$ cat config.mk
export PLATFORM = sky130hd
export DESIGN_NAME = fp_op_server
export DESIGN_NICKNAME = d
export VERILOG_FILES = /design/src/rtl/fp_op_server_pkg.sv /design/src/rtl/fp_op_server_rr_arbiter.sv /design/src/rtl/fp_op_server.sv
export SDC_FILE = /design/constraint.sdc
export NUM_CORES = 1
export LEC_CHECK = 0
export ABC_AREA = 1
export CAP_MARGIN = 40
export CORE_AREA = 8 8 158 160
export CTS_CLUSTER_DIAMETER = 80
export DETAILED_ROUTE_END_ITERATION = 7
export DIE_AREA = 0 0 166 168
export PLACE_DENSITY_LB_ADDON = 0.25
export SLEW_MARGIN = 15
export SYNTH_ARGS = -nofsm -noshare
export SYNTH_HDL_FRONTEND = slang
export SYNTH_HIERARCHICAL = 1
export SYNTH_SLANG_ARGS = --single-unit
$ cat constraint.sdc
create_clock -name clk_i -period 2.45 [get_ports clk_i]
set_clock_uncertainty 0.05 [all_clocks]
set_input_delay 0.3675 -clock clk_i [delete_from_list [all_inputs] [get_ports clk_i]]
set_output_delay 0.3675 -clock clk_i [all_outputs]
set_load 0.02 [all_outputs]
$ cat src/rtl/fp_op_server_pkg.sv
// Shared types and helpers for the FloPoCo shared-operator server.
// Index width is capped by TagIdxW; N_CLIENTS must not exceed 2**TagIdxW.
package fp_op_server_pkg;

  // Fixed tag index width so the tag struct can live in the package.
  localparam int unsigned TagIdxW = 8;

  typedef enum logic [1:0] {
    ExcZero   = 2'b00,
    ExcNormal = 2'b01,
    ExcInf    = 2'b10,
    ExcNan    = 2'b11
  } fp_exc_e;

  typedef struct packed {
    logic               valid;
    logic [TagIdxW-1:0] idx;
  } tag_t;

  function automatic int unsigned fp_width(input int unsigned w_e, input int unsigned w_f);
    return w_e + w_f + 3;
  endfunction

  function automatic int unsigned idx_width(input int unsigned n);
    return (n > 1) ? $clog2(n) : 1;
  endfunction

endpackage

$ cat src/rtl/fp_op_server_rr_arbiter.sv
// Combinational round-robin arbiter: one-hot grant and next pointer.
// The pointer register is owned by the instantiating module.
module rr_arbiter
  import fp_op_server_pkg::*;
#(
  parameter int unsigned N    = 4,
  parameter int unsigned IdxW = idx_width(N)
) (
  input  logic [N-1:0]    req_i,
  input  logic [IdxW-1:0] ptr_i,
  output logic [N-1:0]    gnt_o,
  output logic            gnt_valid_o,
  output logic [IdxW-1:0] gnt_idx_o,
  output logic [IdxW-1:0] ptr_next_o
);

  logic [IdxW-1:0] cand;

  // Scan from the pointer upward, wrapping at N-1; first requester wins.
  always_comb begin
    gnt_o       = '0;
    gnt_valid_o = 1'b0;
    gnt_idx_o   = '0;
    cand        = '0;
    for (int unsigned k = 0; k < N; k++) begin
      cand = IdxW'((32'(ptr_i) + k) % N);
      if (!gnt_valid_o && req_i[cand]) begin
        gnt_valid_o  = 1'b1;
        gnt_idx_o    = cand;
        gnt_o[cand]  = 1'b1;
      end
    end
  end

  always_comb begin
    ptr_next_o = ptr_i;
    if (gnt_valid_o) begin
      if (32'(gnt_idx_o) == N - 1) begin
        ptr_next_o = '0;
      end else begin
        ptr_next_o = gnt_idx_o + IdxW'(1);
      end
    end
  end

endmodule

$ cat src/rtl/fp_op_server.sv
// Issue/return side of one fixed-latency pipelined FloPoCo operator shared by N clients.
// Optional statistics counters: define FP_OP_SERVER_STATS_EN.
module fp_op_server
  import fp_op_server_pkg::*;
#(
  parameter int unsigned W_E       = 8,
  parameter int unsigned W_F       = 23,
  parameter int unsigned N_CLIENTS = 4,
  parameter int unsigned LAT       = 2,
  localparam int unsigned W        = fp_width(W_E, W_F),
  localparam int unsigned IdxW     = idx_width(N_CLIENTS)
) (
  input  logic                            clk_i,
  input  logic                            rst_ni,
`ifdef FP_OP_SERVER_STATS_EN
  output logic [31:0]                     stat_grants_o,
  output logic [31:0]                     stat_stall_o,
`endif
  input  logic [N_CLIENTS-1:0]            req_valid_i,
  input  logic [N_CLIENTS-1:0][W-1:0]     req_x_i,
  input  logic [N_CLIENTS-1:0][W-1:0]     req_y_i,
  output logic [N_CLIENTS-1:0]            req_ready_o,
  output logic [W-1:0]                    op_x_o,
  output logic [W-1:0]                    op_y_o,
  input  logic [W-1:0]                    op_r_i,
  output logic [N_CLIENTS-1:0]            resp_valid_o,
  output logic [W-1:0]                    resp_r_o
);

  logic [N_CLIENTS-1:0] gnt;
  logic                 gnt_valid;
  logic [IdxW-1:0]      gnt_idx;
  logic [IdxW-1:0]      ptr_q, ptr_d;

  logic [W-1:0]         op_x_q, op_x_d;
  logic [W-1:0]         op_y_q, op_y_d;
  logic [W-1:0]         resp_r_q, resp_r_d;
  logic [N_CLIENTS-1:0] resp_valid_q, resp_valid_d;

  tag_t                 tag_d;
  tag_t                 tag_q [LAT+1];

  // With N_CLIENTS == 1 the arbiter always returns pointer 0, so ptr_q stays 0.
  rr_arbiter #(
    .N    (N_CLIENTS),
    .IdxW (IdxW)
  ) u_arb (
    .req_i       (req_valid_i),
    .ptr_i       (ptr_q),
    .gnt_o       (gnt),
    .gnt_valid_o (gnt_valid),
    .gnt_idx_o   (gnt_idx),
    .ptr_next_o  (ptr_d)
  );

  assign req_ready_o = gnt;

  // Idle cycles feed zeros so the operator never sees stale operands.
  always_comb begin
    op_x_d = '0;
    op_y_d = '0;
    if (gnt_valid) begin
      op_x_d = req_x_i[gnt_idx];
      op_y_d = req_y_i[gnt_idx];
    end
  end

  always_comb begin
    tag_d.valid = gnt_valid;
    tag_d.idx   = TagIdxW'(gnt_idx);
  end

  always_comb begin
    resp_valid_d = '0;
    resp_r_d     = resp_r_q;
    if (tag_q[LAT].valid) begin
      resp_r_d = op_r_i;
      for (int unsigned i = 0; i < N_CLIENTS; i++) begin
        if (tag_q[LAT].idx == TagIdxW'(i)) begin
          resp_valid_d[i] = 1'b1;
        end
      end
    end
  end

  always_ff @(posedge clk_i or negedge rst_ni) begin
    if (!rst_ni) begin
      ptr_q        <= '0;
      op_x_q       <= '0;
      op_y_q       <= '0;
      resp_r_q     <= '0;
      resp_valid_q <= '0;
    end else begin
      ptr_q        <= ptr_d;
      op_x_q       <= op_x_d;
      op_y_q       <= op_y_d;
      resp_r_q     <= resp_r_d;
      resp_valid_q <= resp_valid_d;
    end
  end

  // Tag stage k travels alongside operator pipeline stage k; the last one aligns with op_r.
  always_ff @(posedge clk_i or negedge rst_ni) begin
    if (!rst_ni) begin
      for (int unsigned s = 0; s <= LAT; s++) begin
        tag_q[s] <= '0;
      end
    end else begin
      tag_q[0] <= tag_d;
      for (int unsigned s = 1; s <= LAT; s++) begin
        tag_q[s] <= tag_q[s-1];
      end
    end
  end

  assign op_x_o       = op_x_q;
  assign op_y_o       = op_y_q;
  assign resp_r_o     = resp_r_q;
  assign resp_valid_o = resp_valid_q;

`ifdef FP_OP_SERVER_STATS_EN
  logic [31:0] stat_grants_q;
  logic [31:0] stat_stall_q;
  logic        stall;

  // A cycle stalls when some requester is left without a grant.
  assign stall = |(req_valid_i & ~gnt);

  always_ff @(posedge clk_i or negedge rst_ni) begin
    if (!rst_ni) begin
      stat_grants_q <= '0;
      stat_stall_q  <= '0;
    end else begin
      if (gnt_valid && (stat_grants_q != '1)) begin
        stat_grants_q <= stat_grants_q + 32'd1;
      end
      if (stall && (stat_stall_q != '1)) begin
        stat_stall_q <= stat_stall_q + 32'd1;
      end
    end
  end

  assign stat_grants_o = stat_grants_q;
  assign stat_stall_o  = stat_stall_q;
`else
  // Statistics counters compiled out.
`endif

endmodule

Word-level counts from Yosys, hierarchy flattened --
Index checks and enable logic that the tools add are counted.
Cells by class: $add $sub $neg 4, $lt $le $gt $ge 9, equal/unequal tests 4, mux-type cells 40, bitwise gates (word level) 3, reduce and logical (&&, ||, !) cells 11
Operators with widths (number):
- 34-bit binary-select mux with 2-bit select | 2
- 34-bit two-way mux | 4
- 4-bit two-way mux | 5
- 1-bit two-way mux | 16
- 2-bit by 3-bit less-than comparator with 1-bit output, second input constant | 5
- 4-bit OR | 3
- 2-bit two-way mux | 5
- 1-bit binary-select mux with 2-bit select | 4
- 1-bit demux with 2-bit select | 4
- 2-bit by 1-bit >= comparator with 1-bit output, second input constant | 4
- 8-bit logical NOT | 1
- 1-bit logical AND | 7
- 2-bit == test, second input constant | 3
- 2-bit by 1-bit adder with 2-bit output, second input constant | 2
- 2-bit adder, second input constant | 2
- 1-bit logical NOT | 3
- 2-bit by 1-bit == test with 1-bit output, second input constant | 1
Word-level totals: bits in registers 117, input bits 312, output and inout bits 110, logic and storage cells 82

Logic depth before layout (Yosys ltp) --
word-level depth 15, mapped depth 16, depth with buffers taken out 13

By module --
The synthesis kept the hierarchy.
Modules (own cells, without submodules):
- fp_op_server | times used 1, cells an instance 1036, area an instance 6760.2 µm²
- rr_arbiter | times used 1, cells an instance 84, area an instance 509.2 µm²

Worst setup path after synthesis --
OpenSTA, ideal clock, no wires.
path kind register -> register, start point register ptr_q[0], end point register op_y_q[10] (netlist: op_y_o[10]), arrival time 2.314 ns, data required time 2.271 ns, slack -0.043 ns, cell stages (with the launch flop) 15, path buffers 2, path through dfrtp_1 -> inv_4 -> ha_1 -> inv_1 -> nand3_2 -> nand2_4 -> inv_2 -> nor2_8 -> nand2_2 -> nor2_1 -> inv_1 -> inv_2 -> clkbuf_1 -> buf_2 -> a21oi_2
RTL lines:
- start: declaration | line fp_op_server.sv:33 | logic [IdxW-1:0] ptr_q, ptr_d;
- start signal: assignment | line fp_op_server.sv:94 | ptr_q <= ptr_d;
- parallel branches: the longest is 11 deep, another holds 2-bit by 1-bit adder with 2-bit output
- 1-bit two-way mux * | line fp_op_server_rr_arbiter.sv:27 | if (!gnt_valid_o && req_i[cand]) begin
- via gnt_valid | line fp_op_server.sv:31 | logic gnt_valid;
- 34-bit two-way mux * | line fp_op_server.sv:62 | if (gnt_valid) begin
- via op_y_d[10] | line fp_op_server.sv:36 | logic [W-1:0] op_y_q, op_y_d;
- end signal: assignment | line fp_op_server.sv:96 | op_y_q <= op_y_d;
- end: declaration | line fp_op_server.sv:36
Mark *: on every way through the listed nets, which the timed path passes. The select of a mux whose other input is x is not followed. A chain may end at the register's enable or synchronous reset.

Worst setup path in the final report --
start point register ptr_q[1], end point output req_ready_o[1]
Between the ends: cells in the longest elaborated chain, start to end 12
RTL lines:
- parallel branches: the longest is 11 deep, another holds 2-bit by 3-bit less-than comparator with 1-bit output
- 4-bit two-way mux * | line fp_op_server_rr_arbiter.sv:27
- end: declaration | line fp_op_server.sv:22 | output logic [N_CLIENTS-1:0] req_ready_o,
Mark *: on every way between the ends. The select of a mux whose other input is x is not followed.

==> results.md <==
* Status: finished clean
* Power Dens Cells at 1660 nW/um^2
* Sw Share at 47.3%
* Antenna cells at 0
* TritonCTS clock tree: yes
* Crit path time final at 2.38 ns
* Vias after detailed routing at 8,225
* Mapped Area at 7270 um^2
* Final setup fails at 0
* TritonCTS sink count at 117
* CTS max path bufs at 2
* DP Area at 12,100 um^2
* Critical path arrival at 1.96 ns
* CORE AREA at 22,400 um^2
* Avg Cell Area, Syn at 6.49 um^2
* Adder-Cell Fraction of Synth Area at 1.03%
* Compound-Gate Fraction of Synth Area at 5.58%
* Cells after Synth at 1,120
* CTS root buf: clkbuf_16
* Post-route ant nets at 0
* Leak at 0.00669 uW
* Combinational fraction of design power at 72.1%
* Max FO, Critical Path at 6
* Total GRT Usage at 20.5%
* GR Util met3 at 5.38%
* Crit. End Element: primary output
* Final hold vios at 0
* Yosys warns at 6
* Final Cell Area at 12,800 um^2
* I/O pin cnt at 422
* Clk slew on worst S/H paths at 0.06 ns
* Met1 Use GR at 24.7%
* H-tree levels at 4
* Worst r2r src: ptr_q[1]
* Max VDD drop at 1.14 mV
* Sequential Power Share at 15.8%
* Psw at 10,100 uW
* Num CTS Buffers at 17
* Crit Path Category: reg2out
* Drt total wl at 29,600 um
* Total power at 21,300 uW
* Fin. max-slew vios at 0
* Sequential cell area fraction in the yosys report at 40.3%
* Clk network pwr share at 12.0%
* Post-Syn Nets at 1,438
* Hold_sp: tag_q[19]
* Final Util at 57.2%
* Placer Congestion at 0.850
* Largest family of logic cells by synthesized area: simple AND/OR/NAND/NOR gates
* Pin count of the biggest net entering global routing at 68
* Worst Tran Pin Value at 0.428 ns
* DP Wirelength at 22,400 um
* Simple-Gate Fraction of Synth Area at 33.8%
* Total gr overflow at 0
* Mux cell area share after synthesis at 0%
* Pre-Repair DR Iteration Count at 5
* Drt via density at 4.46
* CP required at 2.03 ns
* Die W at 166 um
* Nets@finish at 1,865
* Most used routing layer in global routing: met2
* Hold Path Class: reg2reg
* Port bufs at 421
* Die area at 27,900 um^2
* Final hold slack at 0.297 ns
* Post-synth cell types at 24
* DR iter-0 viols at 564
* Fraction of layout cells with a size suffix above 1 at 8.27%
* Routed WL per cell at 16.1 um
* Met2 Usage GRT at 35.8%
* Clk_lat worst skew at 0.39 ns
* Initial Utilization at 32.5%
* Maxcap violations at 0
* Layout area overhead at 75.9%
* CP startpoint: ptr_q[1]
* First-pass GRT wire length at 45,500 um
* Number of global-route vias before repair at 7,969
* Relative slew slack at 71.4%
* RSZ-0062 raised after global routing: yes
* Die H at 168 um
* Xor and xnor area share after synthesis at 0%
* Flip-flop and latch count after synthesis at 117
* Fmax at 420 MHz
* Internal power at 11,200 uW
* # DRC at 0
* Initial antenna violation count at 0
* Final period util at 97.2%
* Row count at 55
* Crit start category: flop
==> worst max-delay path, stage by stage (launching register included) <==
cell and delay [ns]:
dfrtp_1 0.38, inv_2 0.09, ha_4 0.23, inv_4 0.06
nand3_4 0.07, nand2_4 0.10, inv_4 0.05, nor2_8 0.15
buf_6 0.12, nand3_1 0.07, nand3_1 0.09, buf_4 0.15
==> power by group through the flow <==
stage | clock, uW | sequential (uW) | combinational, uW
floorplan | 0 | 4520 | 7810
global placement | 0 | 3380 | 14700
detailed placement | 0 | 3400 | 14900
CTS | 2630 | 3380 | 15000
global route | 2730 | 3480 | 16700
finish | 2560 | 3370 | 15300
==> worst paths after layout <==
path                             endpoint  slack, ns  depth (start not counted)
setup / recovery           req_ready_o[1]       0.07                         11
hold / removal                  tag_q[10]       0.30                          0
setup reg to reg                op_y_o[4]       0.12                         15
hold reg to reg                 tag_q[10]       0.30                          0
max in group asynchronous       tag_q[17]       1.15                          3
min in group asynchronous      op_y_o[14]       0.42                          2
==> cell usage after synthesis <==
cell / instances / area (um^2)
a21oi_1: 58 / 290
o21ai_0: 1 / 5.00
nand3_1: 152 / 761
nand2_4: 2 / 22.5
nor3_1: 4 / 20.0
nand2_2: 11 / 68.8
o21a_1: 1 / 7.51
clkbuf_1: 18 / 67.6
buf_4: 8 / 60.1
nand3_2: 6 / 60.1
nand2_1: 392 / 1470
buf_2: 26 / 130
inv_2: 8 / 30.0
nand4_1: 4 / 25.0
a22oi_1: 2 / 15.0
a21oi_2: 10 / 87.6
buf_6: 3 / 33.8
nor2_8: 1 / 20.0
nor2_1: 3 / 11.3
inv_4: 1 / 6.26
inv_1: 282 / 1060
buf_1: 4 / 15.0
dfrtp_1: 117 / 2930
ha_1: 6 / 75.1
==> layer usage <==
layer / routed length [um] / up-vias
met5: 0 / -
met4: 505 / 0
met3: 2160 / 30
met2: 15000 / 330
met1: 12000 / 3731
li1: - / 4134
==> final cells by class <==
cell class | count | area, um^2
Sequential cell | 117 | 2930
Clock inverter | 14 | 176
Timing Repair Buffer | 467 | 4800
Multi-Input combinational cell | 653 | 3000
Clock buffer | 17 | 425
Inverter | 291 | 1110
Tap cell | 285 | 357
Fill cell | 2157 | 9580
==> layout by cell type (no fill, tap or decap), drive strengths merged, types with 2 or more instances in the layout <==
cell type      netlist  routed
nand3              158     158
buf                 41      49
nor3                 4       4
inv                291     293
a21oi               68      68
nand4                4       4
clkinv               0       7
dfrtp              117     117
clkdlybuf4s50        0     416
ha                   6       6
clkinvlp             0       2
bufinv               0       3
nand2              405     405
a22oi                2       2
nor2                 4       4
clkbuf              18      18
==> flip-flops by register name, indices dropped and copies added (netlist names) <==
| name | cells |
|---|---|
| resp_r_o | 34 |
| op_y_o | 34 |
| ptr_q | 2 |
| resp_valid_o | 4 |
| tag_q | 9 |
| op_x_o | 34 |
==> metrics by stage <==
| step | instances | setup WS, ns | TNS (ns) |
|---|---|---|---|
| final | 1844 | 0.0691 | 0 |
| after global routing | 1844 | -0.0759 | -0.183 |
| after CTS | 1839 | 0.00551 | 0 |
| after detailed placement | 1807 | -0.230 | -3.35 |
| after global placement | 1807 | -0.224 | -2.01 |
| after floorplan | 1120 | 0.0109 | 0 |
==> repair_timing <==
| item | in CTS | in global routing |
|---|---|---|
| resized for setup | 22 | 20 |
| gates cloned | 0 | 1 |
| hold buffers | 1 | 0 |
| endpoints found under the hold margin | 22 | 0 |
| pin swaps | 0 | 6 |
| buffers inserted | 0 | 4 |
| setup endpoints to repair | 4 | 40 |
==> cells by family after synthesis <==
group	count (synthesis)
buf+inv	350
compound gates	72
flops	117
fa+ha+maj	6
simple gates	575
(Power assumes the default switching activity.)
